### src/rtl/bsg_link_ds_pkg.sv
// Shared width helpers and word typedef for the multi-channel SDR downstream link.
package bsg_link_ds_pkg;

  localparam int DefChWidth = 8;
  localparam int DefPhases  = 2;

  typedef logic [DefChWidth*DefPhases-1:0] chan_word_t;

  // Pointers carry one extra wrap bit so full and empty can be told apart.
  function automatic int ptrWidth(input int depth);
    return $clog2(depth) + 1;
  endfunction

  function automatic int phaseWidth(input int phases);
    return (phases > 1) ? $clog2(phases) : 1;
  endfunction

  function automatic int chanWordWidth(input int chWidth, input int phases);
    return chWidth * phases;
  endfunction

  function automatic int tokenWidth(input int decimation);
    return (decimation > 1) ? $clog2(decimation) : 1;
  endfunction

endpackage

### src/rtl/bsg_link_ds_chan_fifo.sv
// One receive path: gathers beats into a channel word and queues it in a FIFO.
module bsg_link_ds_chan_fifo
  import bsg_link_ds_pkg::*;
#(
  parameter int CH_WIDTH   = 8,
  parameter int PHASES     = 2,
  parameter int FIFO_DEPTH = 32
) (
  input  logic                                         clk,
  input  logic                                         rst_n,
  input  logic                                         i_link_reset,
  input  logic                                         i_valid,
  input  logic [CH_WIDTH-1:0]                          i_data,
  input  logic                                         i_deq,
  output logic                                         o_not_empty,
  output logic [chanWordWidth(CH_WIDTH, PHASES)-1:0]   o_head,
  output logic                                         o_overflow
);

  localparam int PTR_W  = ptrWidth(FIFO_DEPTH);
  localparam int ADDR_W = PTR_W - 1;
  localparam int PH_W   = phaseWidth(PHASES);
  localparam int WORD_W = chanWordWidth(CH_WIDTH, PHASES);

  logic [PH_W-1:0]   r_ph;
  logic [WORD_W-1:0] r_gather;
  logic [WORD_W-1:0] r_mem [FIFO_DEPTH];
  logic [PTR_W-1:0]  r_wptr;
  logic [PTR_W-1:0]  r_rptr;
  logic              r_overflow;

  logic              w_last;
  logic              w_full;
  logic              w_empty;
  logic              w_complete;
  logic              w_enq;
  logic              w_drop;
  logic [WORD_W-1:0] w_word;

  assign w_last     = (r_ph == PH_W'(PHASES - 1));
  assign w_full     = ((r_wptr ^ r_rptr) == {1'b1, {ADDR_W{1'b0}}});
  assign w_empty    = (r_wptr == r_rptr);
  assign w_complete = i_valid & w_last;
  // A dequeue in the same cycle frees a slot, so a full FIFO can still accept.
  assign w_enq      = w_complete & (~w_full | i_deq);
  assign w_drop     = w_complete & w_full & ~i_deq;

  always_comb begin
    w_word = r_gather;
    w_word[(PHASES-1)*CH_WIDTH +: CH_WIDTH] = i_data;
  end

  always_ff @(posedge clk) begin
    if (i_valid) begin
      r_gather[r_ph*CH_WIDTH +: CH_WIDTH] <= i_data;
    end
    if (w_enq) begin
      r_mem[r_wptr[ADDR_W-1:0]] <= w_word;
    end
  end

  always_ff @(posedge clk or negedge rst_n) begin
    if (!rst_n) begin
      r_ph       <= '0;
      r_wptr     <= '0;
      r_rptr     <= '0;
      r_overflow <= 1'b0;
    end else if (i_link_reset) begin
      r_ph       <= '0;
      r_wptr     <= '0;
      r_rptr     <= '0;
      r_overflow <= 1'b0;
    end else begin
      if (i_valid) begin
        r_ph <= w_last ? '0 : r_ph + 1'b1;
      end
      if (w_enq) begin
        r_wptr <= r_wptr + 1'b1;
      end
      if (i_deq) begin
        r_rptr <= r_rptr + 1'b1;
      end
      if (w_drop) begin
        r_overflow <= 1'b1;
      end
    end
  end

  assign o_not_empty = ~w_empty;
  assign o_head      = r_mem[r_rptr[ADDR_W-1:0]];
  assign o_overflow  = r_overflow;

endmodule

### src/rtl/bsg_link_sdr_downstream_mc.sv
// Multi-channel downstream receiver: per-channel gather FIFOs, lock-step core dequeue, decimated credit tokens.
module bsg_link_sdr_downstream_mc
  import bsg_link_ds_pkg::*;
#(
  parameter int CHANNELS         = 2,
  parameter int CH_WIDTH         = 8,
  parameter int PHASES           = 2,
  parameter int FIFO_DEPTH       = 32,
  parameter int TOKEN_DECIMATION = 4
) (
  input  logic                                 clk,
  input  logic                                 rst_n,
  input  logic                                 link_reset_i,
  input  logic [CHANNELS-1:0]                  io_valid_i,
  input  logic [CHANNELS*CH_WIDTH-1:0]         io_data_i,
  output logic                                 core_valid_o,
  output logic [CHANNELS*PHASES*CH_WIDTH-1:0]  core_data_o,
  input  logic                                 core_yumi_i,
  output logic [CHANNELS-1:0]                  core_token_r_o,
  output logic [CHANNELS-1:0]                  overflow_o
);

  localparam int WORD_W = chanWordWidth(CH_WIDTH, PHASES);
  localparam int TOK_W  = tokenWidth(TOKEN_DECIMATION);

  logic [CHANNELS-1:0] w_notEmpty;
  logic                w_deq;
  logic                w_tokWrap;
  logic [TOK_W-1:0]    r_tokCnt;
  logic [CHANNELS-1:0] r_token;

  assign core_valid_o = &w_notEmpty;
  assign w_deq        = core_yumi_i & core_valid_o;

  for (genvar c = 0; c < CHANNELS; c++) begin : g_chan
    bsg_link_ds_chan_fifo #(
      .CH_WIDTH   (CH_WIDTH),
      .PHASES     (PHASES),
      .FIFO_DEPTH (FIFO_DEPTH)
    ) u_chan (
      .clk          (clk),
      .rst_n        (rst_n),
      .i_link_reset (link_reset_i),
      .i_valid      (io_valid_i[c]),
      .i_data       (io_data_i[c*CH_WIDTH +: CH_WIDTH]),
      .i_deq        (w_deq),
      .o_not_empty  (w_notEmpty[c]),
      .o_head       (core_data_o[c*WORD_W +: WORD_W]),
      .o_overflow   (overflow_o[c])
    );
  end

  // With a decimation of one the counter stays at zero and every dequeue wraps.
  assign w_tokWrap = (r_tokCnt == TOK_W'(TOKEN_DECIMATION - 1));

  always_ff @(posedge clk or negedge rst_n) begin
    if (!rst_n) begin
      r_tokCnt <= '0;
      r_token  <= '0;
    end else if (link_reset_i) begin
      r_tokCnt <= '0;
      r_token  <= '0;
    end else if (w_deq) begin
      r_tokCnt <= w_tokWrap ? '0 : r_tokCnt + 1'b1;
      if (w_tokWrap) begin
        r_token <= ~r_token;
      end
    end
  end

  assign core_token_r_o = r_token;

endmodule
### config.mk
export PLATFORM = sky130hd
export DESIGN_NAME = bsg_link_sdr_downstream_mc
export DESIGN_NICKNAME = d
export VERILOG_FILES = /design/src/rtl/bsg_link_ds_pkg.sv /design/src/rtl/bsg_link_ds_chan_fifo.sv /design/src/rtl/bsg_link_sdr_downstream_mc.sv
export SDC_FILE = /design/constraint.sdc
export NUM_CORES = 1
export LEC_CHECK = 0
export CORE_ASPECT_RATIO = 0.9
export CORE_UTILIZATION = 27
export DETAILED_ROUTE_END_ITERATION = 8
export HOLD_SLACK_MARGIN = 0.1
export PLACE_DENSITY = 0.47
export SLEW_MARGIN = 5
export SYNTH_ARGS = -nofsm -noshare
export SYNTH_HDL_FRONTEND = slang
export SYNTH_SLANG_ARGS = --single-unit
export TNS_END_PERCENT = 100
### constraint.sdc
create_clock -name clk -period 6.8 [get_ports clk]
set_input_delay 1.02 -clock clk [delete_from_list [all_inputs] [get_ports clk]]
set_output_delay 1.02 -clock clk [all_outputs]
set_load 0.02 [all_outputs]
==> flow_metrics.env <==
export IMPL_swShare=0.2062
export IMPL_worst_setup_path_class="reg2out"
export IMPL_dpl_cell_area_um2=45360
export IMPL_area_delta_synth_final_pct=16.12
export IMPL_total_power_uw=13340
export IMPL_post_cts_resized_instances=0
export IMPL_final_cell_area_um2=48690
export IMPL_groute_layer_met3_usage=0.02681
export IMPL_grt_use_met2=0.2214
export IMPL_tritoncts_num_buffers=104
export IMPL_route_antenna_remaining_nets=0
export IMPL_powerDensity_nw_per_um2=274.0
export IMPL_number_of_global_route_vias_before_repair=20530
export IMPL_cts_hold_buffers_added=0
export IMPL_power_share_sequential=0.554
export IMPL_final_min_clock_period_ns=5.358
export IMPL_rsz0062_at_grt="false"
export IMPL_post_synth_inst_count=1872
export IMPL_number_of_synthesized_flops_with_an_enable_pin=1040
export IMPL_post_route_util=0.3173
export IMPL_drive_gt1_frac=0.3031
export IMPL_clock_tree_buffer_depth=3
export IMPL_globalRouteMet1Util=0.1679
export IMPL_vias_per_cell=4.646
export IMPL_run_status="complete, no violations"
export IMPL_grt_pass1_wl_mm=147.0
export IMPL_min_period_over_period=0.7880
export IMPL_io_buffers=58
export IMPL_slew_headroom=0.1787
export IMPL_postSynthRegisterBits=1072
export IMPL_synth_avg_cell_area_um2=22.40
export IMPL_routed_wirelength_mm=101.6
export IMPL_dr_pass1_iters=6
export IMPL_final_setup_viol_count=0
export IMPL_combinationalPowerShare=0.019
export IMPL_fin_tns_setup_ns=0
export IMPL_power_frac_clock=0.427
export IMPL_max_cap_violations=0
export IMPL_hold_violations=0
export IMPL_groute_usage_overall=0.1297
export IMPL_achievable_frequency_ghz=0.1866
export IMPL_switchingPower_uw=2751
export IMPL_critPathRequiredTime_ns=5.78
export IMPL_clock_latency_ns=0.70
export IMPL_vias=19350
export IMPL_clk_pin_slew_ns=0.06
export IMPL_synth_area_um2=41930
export IMPL_root_buffer="sky130_fd_sc_hd__clkbuf_16"
export IMPL_internal_power_uw=10590
export IMPL_final_nets=2037
export IMPL_postSynthNetCount=1905
export IMPL_postCtsSetupBuffers=0
export IMPL_pin_count_of_the_biggest_net_entering_global_routing=68
export IMPL_synth_async_sr_flop_share=0.02985
export IMPL_critPathArrivalTime_ns=4.34
export IMPL_grt_antenna_before_repair=8
export IMPL_fin_skew_ns=0.01953
export IMPL_total_number_of_placement_rows=136
export IMPL_ir_worst_vdd_v=0.0001926
export IMPL_synth_lib_cells_used_distinct=44
export IMPL_chipHeight_um=375.9
export IMPL_htreeDepth=3
export IMPL_die_x_um=417.4
export IMPL_seq_area_frac_synth=0.7639
export IMPL_drt_iter0_drc=1661
export IMPL_worst_min_path_class="in2async"
export IMPL_drc=0
export IMPL_io_pins=59
export IMPL_timing_critical_path_to_type="output port"
export IMPL_detail_route_wl_per_cell_um=24.41
export IMPL_worst_setup_path_start_kind="register"
export IMPL_start_util=0.2732
export IMPL_core_um2=153500
export IMPL_ys_warnings_count=0
export IMPL_yosys_most_used_dff="sky130_fd_sc_hd__edfxtp_1"
export IMPL_floorplan_die_area_um2=156900
export IMPL_most_common_cell_after_layout_fill_and_taps_aside="sky130_fd_sc_hd__edfxtp_1"
export IMPL_place_congestion=0.7205
export IMPL_layout_common_cells="sky130_fd_sc_hd__edfxtp_1 (1,040), sky130_fd_sc_hd__mux4_2 (320), sky130_fd_sc_hd__clkbuf_16 (107)"
export IMPL_tightest_slew_ns=1.228
export IMPL_power_leakage_uw=0.01442
export IMPL_maxSlewViolCount=0
export IMPL_tritoncts="done"
export IMPL_tritoncts_num_sinks=1072
export IMPL_timing_critical_path_fanout_max=43
export IMPL_hpwl_dp_mm=55.46
export IMPL_grt_busiest_layer="met2"
export IMPL_globalRoute_totalOverflow=0
[path summary, 6_finish.rpt]
| check | from | end | slack, ns | cells after the start |
|---|---|---|---|---|
| worst min-delay path | rst_n | g_chan[0].u_chan.o_overflow | 0.41 | 1 |
| worst min register to register | g_chan[0].u_chan.o_overflow | g_chan[0].u_chan.o_overflow | 0.55 | 2 |
| worst max-delay path | g_chan[0].u_chan.r_rptr[0] | core_data_o[7] | 1.44 | 6 |
| worst max register to register | g_chan[1].u_chan.r_rptr[0] | g_chan[0].u_chan.r_mem[8][1] | 2.86 | 7 |
| max in group asynchronous | rst_n | g_chan[1].u_chan.r_rptr[1] | 5.82 | 1 |
| min in group clk | g_chan[0].u_chan.o_overflow | g_chan[0].u_chan.o_overflow | 0.55 | 2 |
[layout make-up]
| type | instances | area (um^2) |
|---|---|---|
| fillers | 14670 | 104800 |
| flip-flops and latches | 1072 | 32050 |
| multi-input cells | 652 | 9378 |
| clock buffers | 130 | 2764 |
| well taps | 2070 | 2590 |
| repair buffers | 135 | 1189 |
| clock inverters | 64 | 571.8 |
| inverters | 39 | 146.4 |
| diodes | 2 | 5.005 |
[registers in the layout, indices dropped and copies added, names as in the netlist]
name,count
g_chan.u_chan.o_overflow,2
g_chan.u_chan.r_ph,2
core_token_r_o,2
r_tokCnt,2
g_chan.u_chan.r_rptr,12
g_chan.u_chan.r_mem,1024
g_chan.u_chan.r_wptr,12
g_chan.u_chan.r_gather,16
[critical path, stage by stage, from the launching register on]
cell                              delay (ns)
sky130_fd_sc_hd__dfrtp_4                0.98
sky130_fd_sc_hd__buf_4                  0.59
sky130_fd_sc_hd__mux4_2                 0.57
sky130_fd_sc_hd__mux4_2                 0.47
sky130_fd_sc_hd__nand2_1                0.13
sky130_fd_sc_hd__o21ai_1                0.25
sky130_fd_sc_hd__clkdlybuf4s50_1        0.64
[layer usage]
| metal | part of all wire | vias to the layer above |
|---|---|---|
| met3 | 0.051 | 135 |
| met1 | 0.42 | 10630 |
| met2 | 0.51 | 479 |
| met5 | 0.000089 | - |
| li1 | - | 8098 |
| met4 | 0.020 | 2 |
[metrics by stage]
stage | hold WS (ns) | setup slack [ns] | cells
floorplan | 0.4913 | 3.165 | 1872
global placement | 0.5318 | 2.016 | 3968
detailed placement | 0.5415 | 2.025 | 3968
CTS | 0.3987 | 1.265 | 4162
global route | 0.4511 | 1.169 | 4162
finish | 0.4127 | 1.442 | 4164
[cell usage after synthesis (3+ instances only)]
master | n | area (um^2)
sky130_fd_sc_hd__a21oi_1 | 20 | 100.1
sky130_fd_sc_hd__and2_1 | 3 | 18.77
sky130_fd_sc_hd__and3_1 | 10 | 62.56
sky130_fd_sc_hd__buf_1 | 19 | 71.32
sky130_fd_sc_hd__buf_2 | 35 | 175.2
sky130_fd_sc_hd__buf_6 | 18 | 202.7
sky130_fd_sc_hd__clkbuf_1 | 35 | 131.4
sky130_fd_sc_hd__dfrtp_1 | 32 | 800.8
sky130_fd_sc_hd__edfxtp_1 | 1040 | 31230
sky130_fd_sc_hd__ha_1 | 11 | 137.6
sky130_fd_sc_hd__inv_1 | 39 | 146.4
sky130_fd_sc_hd__mux2_2 | 11 | 123.9
sky130_fd_sc_hd__mux4_2 | 320 | 7207
sky130_fd_sc_hd__nand2_1 | 41 | 153.9
sky130_fd_sc_hd__nand3_1 | 18 | 90.09
sky130_fd_sc_hd__nand3b_1 | 5 | 37.54
sky130_fd_sc_hd__nor2_1 | 58 | 217.7
sky130_fd_sc_hd__nor2b_1 | 31 | 193.9
sky130_fd_sc_hd__nor3_1 | 19 | 95.09
sky130_fd_sc_hd__nor4_1 | 4 | 25.02
sky130_fd_sc_hd__o2111ai_1 | 3 | 26.28
sky130_fd_sc_hd__o211ai_1 | 4 | 30.03
sky130_fd_sc_hd__o21ai_0 | 9 | 45.04
sky130_fd_sc_hd__o21ai_1 | 33 | 165.2
sky130_fd_sc_hd__o21ai_2 | 4 | 35.03
sky130_fd_sc_hd__o31ai_1 | 6 | 45.04
sky130_fd_sc_hd__or3_1 | 5 | 31.28
sky130_fd_sc_hd__or4_1 | 6 | 45.04
sky130_fd_sc_hd__xnor2_1 | 13 | 113.9
[logic make-up (layout without fill, tap and decap cells)]
logic type	after synthesis	count (layout)	share of synthesized area
adders and majority gates	11	11	0.003282
other	0	2	0
xor gates and xnor gates	14	14	0.002924
DFF	1072	1072	0.7639
muxes	332	332	0.1751
and+or+nand+nor	207	207	0.02432
AOI/OAI and AO/OA	88	88	0.01283
buffers and inverters	148	368	0.01769
[power groups by stage]
stage          Clock (uW)  Combinational, uW  Sequential (uW)
5_1_grt              6100                276             7400
3_5_place_dp            0                261             7530
6_report             5700                255             7390
4_1_cts              5860                262             7390
2_1_floorplan           0                132             7480
3_3_place_gp            0                252             7520
(Power assumes the default switching activity.)
